`src/rtl/rv32i_pkg.sv`:
```
// Shared rv32i constants: datapath width, register address width, writeback source encodings.
// No logic, no latency, no backpressure.
package rv32i_pkg;

    localparam int XLEN       = 32;
    localparam int REG_ADDR_W = 5;

    typedef enum logic [1:0] {
        WB_SEL_ALU = 2'b00,
        WB_SEL_DM  = 2'b01,
        WB_SEL_PC  = 2'b10,
        WB_SEL_RSV = 2'b11
    } wb_sel_e;

    // Reserved encoding carries no data and must never reach the register file.
    function automatic logic wb_sel_is_valid(input logic [1:0] sel);
        return sel != WB_SEL_RSV;
    endfunction

endpackage

```
`src/rtl/rf_array.sv`:
```
// x1..x31 storage with one write port and two raw combinational read ports (address 0 reads 0).
// Latency: write lands on the next posedge, reads are zero-cycle; no backpressure.
module rf_array
    import rv32i_pkg::*;
(
    input  logic                  clk,
    input  logic                  rst,
    input  logic                  we,
    input  logic [REG_ADDR_W-1:0] waddr,
    input  logic [XLEN-1:0]       wdata,
    input  logic [REG_ADDR_W-1:0] raddr1,
    input  logic [REG_ADDR_W-1:0] raddr2,
    output logic [XLEN-1:0]       rdata1,
    output logic [XLEN-1:0]       rdata2
);

    // x0 has no storage; index 0 is guarded on both read and write.
    logic [XLEN-1:0] regs [31:1];

    always_ff @(posedge clk or posedge rst) begin
        if (rst) begin
            for (int i = 1; i < 32; i++) begin
                regs[i] <= '0;
            end
        end else if (we && (waddr != '0)) begin
            regs[waddr] <= wdata;
        end
    end

    assign rdata1 = (raddr1 == '0) ? '0 : regs[raddr1];
    assign rdata2 = (raddr2 == '0) ? '0 : regs[raddr2];

endmodule

```
`src/rtl/wb_regfile.sv`:
```
// Writeback select, register-file commit, bypassed ID read ports and retired-instruction counter.
// Latency: reads/wb_data/wb_commit combinational, writes and instret on posedge; enable low stalls everything.
module wb_regfile
    import rv32i_pkg::*;
(
    input  logic                  clk,
    input  logic                  rst,
    input  logic                  enable,
    input  logic                  wb_valid,
    input  logic [1:0]            wb_rf_din_sel,
    input  logic [XLEN-1:0]       wb_dm_dout,
    input  logic [XLEN-1:0]       wb_alu_dout,
    input  logic [XLEN-1:0]       wb_pc_next,
    input  logic                  wb_rf_we,
    input  logic [REG_ADDR_W-1:0] wb_rf_waddr,
    input  logic [REG_ADDR_W-1:0] id_rs1_addr,
    input  logic [REG_ADDR_W-1:0] id_rs2_addr,
    output logic [XLEN-1:0]       id_rs1_data,
    output logic [XLEN-1:0]       id_rs2_data,
    output logic [XLEN-1:0]       wb_data,
    output logic                  wb_commit,
    output logic [63:0]           instret
);

    logic [XLEN-1:0] raw_rs1;
    logic [XLEN-1:0] raw_rs2;
    logic [63:0]     instret_q;

    always_comb begin
        wb_data = '0;
        case (wb_sel_e'(wb_rf_din_sel))
            WB_SEL_ALU: wb_data = wb_alu_dout;
            WB_SEL_DM:  wb_data = wb_dm_dout;
            WB_SEL_PC:  wb_data = wb_pc_next;
            default:    wb_data = '0;
        endcase
    end

    assign wb_commit = enable & wb_valid & wb_rf_we & (wb_rf_waddr != '0)
                     & wb_sel_is_valid(wb_rf_din_sel);

    rf_array u_rf_array (
        .clk    (clk),
        .rst    (rst),
        .we     (wb_commit),
        .waddr  (wb_rf_waddr),
        .wdata  (wb_data),
        .raddr1 (id_rs1_addr),
        .raddr2 (id_rs2_addr),
        .rdata1 (raw_rs1),
        .rdata2 (raw_rs2)
    );

    // Same-cycle bypass; x0 check first so a bypass can never leak into x0.
    always_comb begin
        id_rs1_data = raw_rs1;
        id_rs2_data = raw_rs2;
        if (id_rs1_addr == '0) begin
            id_rs1_data = '0;
        end else if (wb_commit && (id_rs1_addr == wb_rf_waddr)) begin
            id_rs1_data = wb_data;
        end
        if (id_rs2_addr == '0) begin
            id_rs2_data = '0;
        end else if (wb_commit && (id_rs2_addr == wb_rf_waddr)) begin
            id_rs2_data = wb_data;
        end
    end

    // Every retired instruction counts, including stores and branches with no rd write.
    always_ff @(posedge clk or posedge rst) begin
        if (rst) begin
            instret_q <= '0;
        end else if (enable && wb_valid) begin
            instret_q <= instret_q + 64'd1;
        end
    end

    assign instret = instret_q;

endmodule
```
`config.mk`:
```
export PLATFORM = sky130hd
export DESIGN_NAME = wb_regfile
export DESIGN_NICKNAME = d
export VERILOG_FILES = /design/src/rtl/rv32i_pkg.sv /design/src/rtl/rf_array.sv /design/src/rtl/wb_regfile.sv
export SDC_FILE = /design/constraint.sdc
export NUM_CORES = 2
export LEC_CHECK = 0
export BUFFER_PORTS_ARGS = -buffer_cell sky130_fd_sc_hd__buf_2
export CORE_UTILIZATION = 40
export DETAILED_ROUTE_END_ITERATION = 8
export GPL_ROUTABILITY_DRIVEN = 0
export GPL_TIMING_DRIVEN = 0
export PLACE_DENSITY = 0.54
export SLEW_MARGIN = 20
export SYNTH_ARGS = -nofsm -noshare
export SYNTH_HDL_FRONTEND = slang
export SYNTH_SLANG_ARGS = --single-unit
```
`constraint.sdc`:
```
create_clock -name clk -period 90.8 [get_ports clk]
set_input_delay 9.08 -clock clk [delete_from_list [all_inputs] [get_ports clk]]
set_output_delay 9.08 -clock clk [all_outputs]
set_load 0.02 [all_outputs]
```
==> flow_summary.ini <==
[status]
status = complete, no violations

[floorplan]
dieWidth_um = 378
dieArea_um2 = 143000
rows = 137
core-area_um2 = 140000
die_h_um = 378
ios = 279
initial_core_util_pct = 40.4

[route]
num_vias = 50178
antenna_left = 0
drt-initial-drc-count = 5624
vias_per_cell = 6.13
drtPass1Iterations = 6
drc_errors = 0
route.detailed.wl_per_inst_um = 29.3
wirelength_um = 240000

[synthesis]
synth.area.top_cells = dfrtp_1 (47%), mux4_2 (7.9%), a21oi_1 (6.0%)
yosysTopAreaCellShare_pct = 46.8
seq_area_frac_synth_pct = 46.8
yosysWarnings = 0
synthMuxAreaShare_pct = 17.0
yosys-top-cells-count = dfrtp_1 (1056), nor2_1 (686), a21oi_1 (673)
synth_area_um2 = 56500
synthAdderAreaFrac_pct = 0.0222
synth_edf_count = 0
synthFlopType = dfrtp_1
synth_compound_area_share_pct = 16.0
ys_ff_latch = 1056
synthDistinctLibCells = 48
synth-xor-area-share_pct = 1.13
async_flop_share_pct = 100
synth.most_common_cell = dfrtp_1
synthCells = 5802
synth-simple-area-share_pct = 14.4
synth_top_family_by_area = multiplexers
syn_area_per_cell_um2 = 9.73
synth_top_area_cell = dfrtp_1
syn_nets = 5921

[final_layout]
syn2layout_area_growth_pct = 15.0
seq_area_um2 = 26400
drive_gt1_share_pct = 18.1
layout.filler_cells = 13643
postLayoutCellArea_um2 = 64900
final_nets = 6327
multi_input_area_um2 = 27400

[clock_network]
cts_tree = built
cts_sinks = 1056
post-cts-setup-buffers = 0
clk_path_buf_depth = 3
post_cts_resized = 0
ctsRootBufferMaster = clkbuf_16
ctsHoldBuffers = 0
path_clk_slew_ps = 60
cts_buffers = 120
clock_latency_ps = 740
h-tree-depth = 3

[place]
place_area_um2 = 60500
port_buffers = 268
dp_hpwl_um = 186000

[timing]
slew_violations = 0
slew_headroom_pct = 15.2
whs_ps = 471
min_period_over_period_pct = 25.3
period_minus_slack_ps = 22940
grt_setup_unrepaired = no
fmax_ghz = 0.0436
tns_ps = 0
worst_slew_pin_slew_ps = 1270
clock_skew_ps = 6.20
hold_viol_final = 0
setup_violations = 0

[pwr]
powerDensity_nw_per_um2 = 19.8
finalPower_uw = 1290
peakVddDrop_mv = 0.0158
p_leak_uw = 0.0288

[worst_setup_path]
cpMostUsedCell = buf_2
cpLargestDelayFamily = buffers and inverters
slowest_stage = clkbuf_1
endpoint_kind = output port
critical_path_arrival_ps = 13860
path_cells = clkbuf_1 -> buf_2 -> buf_2 -> buf_2 -> buf_1 -> nor2_1 -> nor3_1 -> nor4_1 -> a22oi_1 -> buf_2
worstPathMaxFanout = 10
cp-start-kind = primary input
path_buf_inv = 6
required_ps = 81720
worst-setup-path-type = in2out
slowest_delay_ps = 900

[global_routing]
gr-total-overflow = 0
antenna_found_initial = 13
grt_max_degree = 101
grt_pass1_vias = 49237
grt_pass1_wl_um = 349000
grt_use_total_pct = 33.8

[run]
maxCapViolations = 0

[min_path]
hold_path.class = reg2reg
## logic make-up (layout without fill, tap and decap cells)
| family | after synthesis | after routing |
|---|---|---|
| simple gates | 1773 | 1773 |
| compound gates | 1595 | 1595 |
| flops | 1056 | 1056 |
| mux | 677 | 677 |
| buf+inv | 627 | 1138 |
| xor+xnor | 73 | 73 |
| fa+ha+maj | 1 | 1 |
| other cells | 0 | 3 |
## flip-flops by register name, indices dropped and copies added, names as in the netlist
signal and cells:
instret 64, u_rf_array.regs 992
## layer usage
layer | track usage [%] | wire (um) | vias to the layer above
met4 | 21.9 | 18400 | 12
li1 | - | - | 21576
met2 | 49.0 | 101000 | 2618
met3 | 7.61 | 22200 | 631
met1 | 45.3 | 98100 | 25341
met5 | 0 | 84 | -
## path summary, 6_finish.rpt
check / depth (start not counted) / slack, ps / endpoint / start
worst max-delay path: 10 / 67860 / id_rs1_data[16] / id_rs1_addr[2]
worst min-delay path: 1 / 470 / instret[63]$_DFFE_PP0N_ / instret[63]$_DFFE_PP0N_
worst max register to register: 7 / 88010 / instret[60]$_DFFE_PP0N_ / instret[9]$_DFFE_PP0N_
worst min register to register: 1 / 470 / instret[63]$_DFFE_PP0N_ / instret[63]$_DFFE_PP0N_
max in group asynchronous: 6 / 80020 / u_rf_array.regs[714]$_DFFE_PP0P_ / rst
min in group asynchronous: 2 / 8400 / u_rf_array.regs[367]$_DFFE_PP0P_ / rst
## cell type report
| class | count | share of cell area (%) |
|---|---|---|
| diodes | 3 | 0.0116 |
| plain buffers | 589 | 3.90 |
| clock buffers | 183 | 5.69 |
| clock inverters | 44 | 1.03 |
| inverters | 38 | 0.231 |
| multi-input cells | 4119 | 42.2 |
| flip-flops and latches | 1056 | 40.7 |
| well taps | 1876 | 3.62 |
| repair buffers | 284 | 2.64 |
## where the power goes
group / switching, uW / internal, uW
combinational: 130 / 74.6
clock: 214 / 324
sequential: 31.9 / 510
total: 377 / 909
## cell usage in the layout, fill, tap and decap left out, types with 11 or more instances in the layout
cell          n
nand2_1     539
nand4_1      21
mux4_2      199
a211oi_1    154
mux2_2      251
nand2b_1     13
dfrtp_1    1056
nor4_4       17
clkbuf_8     37
bufinv_16    16
xor2_1       19
inv_1        36
mux2i_1     227
a221oi_1     61
nand3_1      50
a31oi_1      30
nor2_1      686
and3_1       13
clkbuf_16   124
nor3_1      128
buf_6        14
buf_1        33
or3_1        17
a21oi_1     672
nor4_1       62
xnor2_1      54
o21ai_0     479
and4_1       13
clkbuf_1    408
o22ai_1      93
nor2b_1     191
buf_2       410
clkinv_2     15
a22oi_1      94
buf_16       11
## through the flow
stage	util [%]	instances	worst slack (ps)
floorplan	-	5802	52000
global placement	43.1	7946	38440
detailed placement	43.3	7960	68210
CTS	46.4	8187	68210
global route	46.5	8190	68020
finish	46.5	8192	67860
Power figures use the tool's default switching activity.
